===== src/rtl/rec_ack_gen.sv =====
// -----------------------------------------------------------------------------
// rec_ack_gen
//
// Receive side of the OTN serial link.
//  - Synchronises the asynchronous serial line and recovers bit timing with a
//    tick-driven phase counter that re-aligns on every line transition.
//  - Hunts for the 48-bit FAS (F6 F6 F6 28 28 28, sent LSB-first). On a match
//    it deserialises the rest of the frame, one LSB-first byte at a time, to
//    the demapper.
//  - With ARQ enabled it waits for the demapper's verdict after each frame.
//    It then returns a 3-bit acknowledge word (start=0, verdict, stop=0) on
//    the ACK line, which idles high.
//
// Ports
//  i_clk                in   system clock
//  i_rst                in   synchronous active-high reset
//  i_sclk_en_16_x_baud  in   tick enable; all bit timing advances on ticks only
//  i_otn_rx_data        in   serial frame data from the sender (asynchronous)
//  i_arq_en             in   1 = return an ACK after each frame (frame-end sample)
//  o_data[7:0]          out  deserialised byte, qualified by o_data_valid
//  o_data_valid         out  1-clock pulse per post-FAS byte
//  o_frame_start        out  1-clock pulse on FAS match
//  o_frame_done         out  1-clock pulse with the last byte of the frame
//  i_frame_ok_valid     in   demapper verdict strobe
//  i_frame_ok           in   verdict, 1 = good frame
//  o_otn_tx_ack         out  ACK line to the sender, idle high
//  o_ack_busy           out  high while waiting for a verdict or sending an ACK
// -----------------------------------------------------------------------------
module rec_ack_gen #(
    parameter int FRAME_BYTES = 4164,
    parameter int BIT_TICKS   = 20,
    parameter int SAMPLE_PT   = 9,
    parameter int VERDICT_TO  = 4096
) (
    input  logic       i_clk,
    input  logic       i_rst,
    input  logic       i_sclk_en_16_x_baud,
    input  logic       i_otn_rx_data,
    input  logic       i_arq_en,
    output logic [7:0] o_data,
    output logic       o_data_valid,
    output logic       o_frame_start,
    output logic       o_frame_done,
    input  logic       i_frame_ok_valid,
    input  logic       i_frame_ok,
    output logic       o_otn_tx_ack,
    output logic       o_ack_busy
);

    // -------------------------------------------------------------------------
    // Constants
    // -------------------------------------------------------------------------
    localparam logic [1:0] ST_HUNT         = 2'd0;
    localparam logic [1:0] ST_RECV         = 2'd1;
    localparam logic [1:0] ST_WAIT_VERDICT = 2'd2;
    localparam logic [1:0] ST_SEND_ACK     = 2'd3;

    // The first byte on the line ends up in the low byte after 48 LSB-first shifts.
    localparam logic [47:0] FAS_PATTERN = 48'h282828F6F6F6;
    localparam int          FAS_BYTES   = 6;

    localparam logic [12:0] FAS_COUNT   = 13'(FAS_BYTES);
    localparam logic [12:0] FRAME_LIMIT = 13'(FRAME_BYTES);
    localparam logic [12:0] LAST_BYTE   = 13'(FRAME_BYTES - 1);

    localparam logic [4:0]  PH_LAST     = 5'(BIT_TICKS - 1);
    localparam logic [4:0]  PH_SAMPLE   = 5'(SAMPLE_PT);

    localparam int              TMR_W    = (VERDICT_TO > 2) ? $clog2(VERDICT_TO) : 1;
    localparam logic [TMR_W-1:0] TMR_LAST = TMR_W'(VERDICT_TO - 1);

    genvar gi;

    // -------------------------------------------------------------------------
    // Input synchroniser and edge detector
    // -------------------------------------------------------------------------
    // sync_reg[0] is the metastability catcher; [1] and [2] are stable copies.
    logic [2:0] sync_reg;
    logic       line_edge;
    logic       rx_bit;

    always_ff @(posedge i_clk) begin
        if (i_rst) begin
            sync_reg <= 3'b000;
        end else begin
            sync_reg <= {sync_reg[1:0], i_otn_rx_data};
        end
    end

    assign line_edge = sync_reg[1] ^ sync_reg[2];
    assign rx_bit    = sync_reg[2];

    // -------------------------------------------------------------------------
    // Bit phase recovery
    // -------------------------------------------------------------------------
    // The phase counter restarts on any transition seen on a tick, so sender
    // clock drift is absorbed at every edge. Between edges it free-runs with
    // the nominal bit period.
    logic [4:0] ph_reg;
    logic [4:0] ph_next;
    logic       bit_strobe;

    always_comb begin
        ph_next = ph_reg;
        if (i_sclk_en_16_x_baud) begin
            if (line_edge) begin
                ph_next = 5'd0;
            end else if (ph_reg >= PH_LAST) begin
                ph_next = 5'd0;
            end else begin
                ph_next = ph_reg + 5'd1;
            end
        end
    end

    always_ff @(posedge i_clk) begin
        if (i_rst) begin
            ph_reg <= 5'd0;
        end else begin
            ph_reg <= ph_next;
        end
    end

    assign bit_strobe = i_sclk_en_16_x_baud && (ph_reg == PH_SAMPLE);

    // -------------------------------------------------------------------------
    // Frame / ACK state registers
    // -------------------------------------------------------------------------
    logic [1:0]       state_reg,      state_next;
    logic [47:0]      sr48_reg,       sr48_next;
    logic [7:0]       byte_sr_reg,    byte_sr_next;
    logic [2:0]       bit_cnt_reg,    bit_cnt_next;
    logic [12:0]      byte_cnt_reg,   byte_cnt_next;
    logic [TMR_W-1:0] timer_reg,      timer_next;
    logic             verdict_reg,    verdict_next;
    logic [4:0]       ack_tick_reg,   ack_tick_next;
    logic [1:0]       ack_idx_reg,    ack_idx_next;
    logic             ack_line_reg,   ack_line_next;
    logic [7:0]       data_reg,       data_next;
    logic             data_valid_reg, data_valid_next;
    logic             start_reg,      start_next;
    logic             done_reg,       done_next;

    // -------------------------------------------------------------------------
    // FAS comparator, evaluated on the value the hunt register is about to take
    // so a match is recognised on the strobe that completes the pattern.
    // -------------------------------------------------------------------------
    logic [47:0]          sr_shift;
    logic [7:0]           byte_shift;
    logic [FAS_BYTES-1:0] fas_byte_hit;
    logic                 fas_hit;

    assign sr_shift   = {rx_bit, sr48_reg[47:1]};
    assign byte_shift = {rx_bit, byte_sr_reg[7:1]};

    generate
        for (gi = 0; gi < FAS_BYTES; gi++) begin : g_fas_cmp
            assign fas_byte_hit[gi] = (sr_shift[8*gi +: 8] == FAS_PATTERN[8*gi +: 8]);
        end
    endgenerate

    assign fas_hit = &fas_byte_hit;

    // -------------------------------------------------------------------------
    // Next-state logic
    // -------------------------------------------------------------------------
    always_comb begin
        state_next      = state_reg;
        sr48_next       = sr48_reg;
        byte_sr_next    = byte_sr_reg;
        bit_cnt_next    = bit_cnt_reg;
        byte_cnt_next   = byte_cnt_reg;
        timer_next      = timer_reg;
        verdict_next    = verdict_reg;
        ack_tick_next   = ack_tick_reg;
        ack_idx_next    = ack_idx_reg;
        ack_line_next   = ack_line_reg;
        data_next       = data_reg;
        data_valid_next = 1'b0;
        start_next      = 1'b0;
        done_next       = 1'b0;

        case (state_reg)
            ST_HUNT: begin
                if (bit_strobe) begin
                    sr48_next = sr_shift;
                    if (fas_hit) begin
                        start_next    = 1'b1;
                        byte_cnt_next = FAS_COUNT;
                        bit_cnt_next  = 3'd0;
                        state_next    = ST_RECV;
                    end
                end
            end

            ST_RECV: begin
                // FAS-like payload never reaches the hunt comparator here.
                if (bit_strobe) begin
                    byte_sr_next = byte_shift;
                    bit_cnt_next = bit_cnt_reg + 3'd1;
                    if (bit_cnt_reg == 3'd7) begin
                        data_next       = byte_shift;
                        data_valid_next = 1'b1;
                        if (byte_cnt_reg < FRAME_LIMIT) begin
                            byte_cnt_next = byte_cnt_reg + 13'd1;
                        end
                        // ">=" keeps the frame terminating even if the count
                        // were ever to reach the guard value.
                        if (byte_cnt_reg >= LAST_BYTE) begin
                            done_next = 1'b1;
                            sr48_next = 48'd0;
                            if (i_arq_en) begin
                                timer_next = '0;
                                state_next = ST_WAIT_VERDICT;
                            end else begin
                                state_next = ST_HUNT;
                            end
                        end
                    end
                end
            end

            ST_WAIT_VERDICT: begin
                if (i_frame_ok_valid || (timer_reg == TMR_LAST)) begin
                    // A missing verdict is treated as a bad frame.
                    verdict_next  = i_frame_ok_valid ? i_frame_ok : 1'b0;
                    ack_tick_next = 5'd0;
                    ack_idx_next  = 2'd0;
                    ack_line_next = 1'b0;  // start bit
                    state_next    = ST_SEND_ACK;
                end else begin
                    timer_next = timer_reg + 1'b1;
                end
            end

            ST_SEND_ACK: begin
                if (i_sclk_en_16_x_baud) begin
                    if (ack_tick_reg >= PH_LAST) begin
                        ack_tick_next = 5'd0;
                        case (ack_idx_reg)
                            2'd0: begin
                                ack_line_next = verdict_reg;
                                ack_idx_next  = 2'd1;
                            end
                            2'd1: begin
                                ack_line_next = 1'b0;  // stop bit
                                ack_idx_next  = 2'd2;
                            end
                            default: begin
                                ack_line_next = 1'b1;
                                ack_idx_next  = 2'd0;
                                sr48_next     = 48'd0;
                                state_next    = ST_HUNT;
                            end
                        endcase
                    end else begin
                        ack_tick_next = ack_tick_reg + 5'd1;
                    end
                end
            end

            default: begin
                state_next = ST_HUNT;
            end
        endcase
    end

    // -------------------------------------------------------------------------
    // State registers
    // -------------------------------------------------------------------------
    always_ff @(posedge i_clk) begin
        if (i_rst) begin
            state_reg      <= ST_HUNT;
            sr48_reg       <= 48'd0;
            byte_sr_reg    <= 8'd0;
            bit_cnt_reg    <= 3'd0;
            byte_cnt_reg   <= 13'd0;
            timer_reg      <= '0;
            verdict_reg    <= 1'b0;
            ack_tick_reg   <= 5'd0;
            ack_idx_reg    <= 2'd0;
            ack_line_reg   <= 1'b1;
            data_reg       <= 8'd0;
            data_valid_reg <= 1'b0;
            start_reg      <= 1'b0;
            done_reg       <= 1'b0;
        end else begin
            state_reg      <= state_next;
            sr48_reg       <= sr48_next;
            byte_sr_reg    <= byte_sr_next;
            bit_cnt_reg    <= bit_cnt_next;
            byte_cnt_reg   <= byte_cnt_next;
            timer_reg      <= timer_next;
            verdict_reg    <= verdict_next;
            ack_tick_reg   <= ack_tick_next;
            ack_idx_reg    <= ack_idx_next;
            ack_line_reg   <= ack_line_next;
            data_reg       <= data_next;
            data_valid_reg <= data_valid_next;
            start_reg      <= start_next;
            done_reg       <= done_next;
        end
    end

    // -------------------------------------------------------------------------
    // Outputs
    // -------------------------------------------------------------------------
    assign o_data        = data_reg;
    assign o_data_valid  = data_valid_reg;
    assign o_frame_start = start_reg;
    assign o_frame_done  = done_reg;
    assign o_otn_tx_ack  = ack_line_reg;
    assign o_ack_busy    = (state_reg == ST_WAIT_VERDICT) || (state_reg == ST_SEND_ACK);

endmodule


===== config.mk =====
export PLATFORM = sky130hd
export DESIGN_NAME = rec_ack_gen
export DESIGN_NICKNAME = d
export VERILOG_FILES = /design/src/rtl/rec_ack_gen.sv
export SDC_FILE = /design/constraint.sdc
export NUM_CORES = 1
export LEC_CHECK = 0
export BUFFER_PORTS_ARGS = -buffer_cell sky130_fd_sc_hd__buf_2
export CORE_ASPECT_RATIO = 0.8
export CORE_MARGIN = 2
export CORE_UTILIZATION = 40
export DETAILED_ROUTE_END_ITERATION = 10
export GPL_ROUTABILITY_DRIVEN = 0
export HOLD_SLACK_MARGIN = 0.02
export PLACE_DENSITY = 0.62
export SKIP_LAST_GASP = 1
export SYNTH_ARGS = -nofsm -noshare
export SYNTH_HDL_FRONTEND = slang
export SYNTH_SLANG_ARGS = --single-unit

===== constraint.sdc =====
create_clock -name i_clk -period 3 [get_ports i_clk]
set_clock_uncertainty 0.1 [all_clocks]
set_input_delay 0.15 -clock i_clk [delete_from_list [all_inputs] [get_ports i_clk]]
set_output_delay 0.15 -clock i_clk [all_outputs]
set_load 0.02 [all_outputs]

### Word level (Yosys, flattened, before mapping)

Index checks and enable logic that the tools add are counted.

| storage, ports and cells | value |
|---|---|
| bits in registers | 114 |
| latch bits | 0 |
| memory bits (writable) | 0 |
| bits in read-only memories | 0 |
| input bits | 7 |
| output and inout bits | 13 |
| logic and storage cells | 134 |
| memories kept | 0 |

| operators by class | value |
|---|---|
| $add $sub $neg | 5 |
| multipliers | 0 |
| div/mod/pow operators | 0 |
| $lt $le $gt $ge | 4 |
| eq/ne operators | 25 |
| shift-type cells | 0 |
| mux-type cells | 55 |
| bitwise gates (word level) | 5 |
| reductions and logical operators | 24 |

Operators with widths:

| kind | count |
|---|---|
| 48-bit two-way mux | 7 |
| 48-bit case mux with 3 select lines | 1 |
| 13-bit two-way mux | 5 |
| 12-bit two-way mux | 5 |
| 2-bit two-way mux | 13 |
| 13-bit case mux with 2 select lines | 1 |
| 5-bit two-way mux | 5 |
| 8-bit by 6-bit == test with 1-bit output (second input constant) | 3 |
| 8-bit == test (second input constant) | 3 |
| 2-bit != test (second input constant) | 12 |
| 12-bit case mux with 2 select lines | 1 |
| 6-bit AND reduction | 3 |
| 13-bit by 1-bit adder with 13-bit output (second input constant) | 1 |
| 13-bit >= comparator (second input constant) | 1 |
| 13-bit < comparator (second input constant) | 1 |
| 12-bit by 1-bit adder with 12-bit output (second input constant) | 1 |
| 12-bit == test (second input constant) | 1 |
| 5-bit by 1-bit adder with 5-bit output (second input constant) | 2 |
| 5-bit >= comparator (second input constant) | 2 |
| 5-bit case mux with 2 select lines | 1 |
| 3-bit two-way mux | 3 |
| 9-bit AND reduction | 1 |
| 2-bit case mux with 2 select lines | 2 |
| 2-bit case mux with 4 select lines | 1 |
| 22 further kinds | 42 |

### Depth between registers and ports, before layout

| depth | value |
|---|---|
| word-level depth | 6 |
| gate-level depth with buffers | 10 |

### Worst setup path before layout

No wires, ideal clock.

| timing | value |
|---|---|
| path kind | flip-flop to flip-flop |
| start point | reg ph_reg[0] |
| end point | reg byte_cnt_reg[11] |
| arrival time | 2,064 ps |
| required time | 2,829 ps |
| path slack | 764 ps |
| cell stages (with the launch flop) | 8 |
| path buffers | 0 |
| cells stage by stage | dfxtp_1 ha_1 or3b_1 nor4_2 nand4_1 and2_1 or3_1 a21oi_1 |

| on the way | value |
|---|---|
| word-level cells in the longest chain between the ends | 4 |

Ends and longest elaborated chain:

| element | line | source |
|---|---|---|
| from (decl) | 99 | `logic [4:0] ph_reg;` |
| from (signal assigned) | 120 | `ph_reg <= ph_next;` |
| 5-bit by 4-bit == test with 1-bit output (*) | 124 | `assign bit_strobe = i_sclk_en_16_x_baud && (ph_reg == PH_SAMPLE);` |
| 1-bit logical AND (*) | 124 |  |
| 2-bit != test (no line) | - |  |
| 6-bit AND reduction (no line) (*) | - |  |
| to (signal assigned) | 292 | `byte_cnt_reg <= byte_cnt_next;` |
| to (decl) | 133 | `logic [12:0] byte_cnt_reg, byte_cnt_next;` |

Mark *: on every way between the ends. The rest lies on a longest branch, timed or not.
A chain may end at the register's enable or synchronous reset.

### Worst setup path in the final report

| timing | value |
|---|---|
| start point | reg sr48_reg[9] |
| end point | reg byte_cnt_reg[10] |

| on the way | value |
|---|---|
| word-level cells in the longest chain between the ends | 4 |

Ends and longest elaborated chain:

| element | line | source |
|---|---|---|
| from (decl) | 130 | `logic [47:0] sr48_reg, sr48_next;` |
| from (signal assigned) | 289 | `sr48_reg <= sr48_next;` |
| 8-bit == test | 158 | `assign fas_byte_hit[gi] = (sr_shift[8*gi +: 8] == FAS_PATTERN[8*gi +: 8]);` |
| 6-bit AND reduction | 162 | `assign fas_hit = &fas_byte_hit;` |
| 2-bit != test (no line) | - |  |
| 6-bit AND reduction (no line) | - |  |

No other way between the ends.

==> results.toml <==
[worst_setup_path]
critPathLaunchType = "flip-flop"
worstSetupEndpointType = "flip-flop"
required_ps = 3180
critPathArrivalTime_ps = 2700
r2r_slack_ps = 480
critPathMaxFanout = 12
r2r_cells = 6
path_class = "reg -> reg"

[floorplan]
die_w_um = 124
initial_utilization_pct = 40.4
die_height_um = 100
io_pins = 20
num_rows = 35
die_area_um2 = 12400
core-area_um2 = 11400

[sta]
fin_hold_ws_ps = 102
slew_headroom_pct = 58.8
rsz0062_at_grt = "no"
period_needed_ps = 2520
period_share_pct = 84.1
hold_violations = 0
fmax_ghz = 0.396
setup_viol = 0
setup_tns_ps = 0
final-max-slew-violation-count = 0
worst_pin_slew_ps = 602

[place]
dp.final_hpwl_um = 6560
portBuffers = 19

[synth]
synth.most_common_cell = "dfxtp_1"
synth_seq_area_share_pct = 48.7
yosysTopAreaCell = "dfxtp_1"
async_reset_ff_share_pct = 0
synth_top_area_share_pct = 48.7
ys.warnings.count = 0
yosys.cell_types.count = 55
syn_nets = 539
avgSynthCellArea_um2 = 8.77
synth_commonest_cells = "dfxtp_1 (112), nor2_1 (90), a22oi_1 (49)"
synth_edf_count = 0
synth_area_um2 = 4600
synth_ff_type = "dfxtp_1"
syn_inst = 525
ys_seq_elements = 112
synthTopCellsByArea = "dfxtp_1 (49%), a22oi_1 (8.0%), nor2_1 (7.3%)"

[route]
drcViolationCount = 0
detail_route.wl_per_cell_um = 14.2
ant_nets = 0
num_vias = 3750
wirelength_um = 9750
first_pass_iters = 5
first_iter_violations = 188
routed_via_density = 5.45

[layout]
largest_reg_flops = 47
area_delta_synth_final_pct = 13.0
fin_nets = 549
drive_above_1_share_pct = 8.89
n_antenna_cell = 0
utilization_pct = 45.7

[clocking]
root_buffer = "clkbuf_16"
path_clk_slew_ps = 70
cts.path.max_buffers = 2
clock_latency_ps = 350
cts.sinks = 112
cts_buffers = 9
tritoncts = "done"
htreeDepth = 3

[global_route]
grt_pass1_vias = 3460
grt_max_degree = 49
grt_pass1_wl_um = 16200
gr-usage-all-layers_pct = 16.1
gr-total-overflow = 0
antenna_found_initial = 0

[power_and_ir_drop]
power_density_nw_per_um2 = 547
leakage_nw = 1.84
p_total_w = 0.00285
ir_worst_vdd_v = 0.000359

[run]
cap_violations = 0

[worst_hold_path]
hold_depth = 4
holdCritPathClass = "in -> reg"

[status]
outcome = "completed"
through the flow:
stage / std cells / area [µm²] / worst slack, ps
2_1_floorplan: 525 / 4600 / 764
3_3_place_gp: 668 / 4830 / 494
3_5_place_dp: 668 / 4830 / 509
4_1_cts: 688 / 5200 / 460
5_1_grt: 688 / 5200 / 323
6_report: 688 / 5200 / 476
placed cells by master, fill, tap and decap left out, types with 5 or more instances in the layout:
master,count
a21oi_1,34
a22oi_1,49
buf_2,19
buf_4,6
clkbuf_16,9
dfxtp_1,112
ha_1,7
inv_1,9
nand2_1,43
nand2b_1,5
nand3_1,20
nand4_1,12
nor2_1,90
nor2b_1,6
nor3_1,7
o21ai_0,10
xnor2_1,8
xor2_1,7
layout make-up:
cell class                 instances  area, µm²
fill                            1133       6180
sequential                       112       2240
multi-input combinational        373       2210
clock buffer                      10        229
timing repair buffer              30        200
tap                              148        185
clock inverter                     6        101
inverter                           9       33.8
report_power, final:
group          leakage [nW]  internal (W)  switching (W)
combinational         0.785     0.0000173      0.0000390
clock                 0.156      0.000746       0.000554
sequential            0.902       0.00149     0.00000356
total                  1.84       0.00225       0.000597
path summary, 6_finish.rpt:
kind | from | end
max reg2reg | sr48_reg[9] | byte_cnt_reg[10]
max | sr48_reg[9] | byte_cnt_reg[10]
min | i_sclk_en_16_x_baud | ph_reg[4]
min reg2reg | o_data[4] | o_data[4]
metal layers:
metal / wire length (µm) / track usage [%]
met1: 4870 / 22.5
met2: 4410 / 24.9
met5: 0 / 0
met3: 333 / 3.64
met4: 131 / 5.19
worst max-delay path, cell delays in order (launching register included):
cell and delay [ps]:
dfxtp_1 330, or4_1 530, nor4_2 360, and3_1 280
o21ai_2 160, or4_1 540, a21oi_1 150
cells by family (layout without fill, tap and decap cells):
group                      after synthesis  count (layout)  synth area share (%)
xor gates and xnor gates                15              15                  2.85
adders and majority gates                7               7                  1.90
and+or+nand+nor                        223             223                  23.6
muxes                                    6               6                  1.36
DFF                                    112             112                  48.7
buffers and inverters                   40              55                  3.56
AOI/OAI and AO/OA                      122             122                  18.0
what timing repair did:
| action | CTS | global route |
|---|---|---|
| buffers inserted | 0 | 0 |
| hold buffers | 4 | 0 |
| setup endpoints to repair | 0 | 0 |
| hold endpoints to repair | 3 | 0 |
| resized for setup | 0 | 0 |
(Power assumes the default switching activity.)
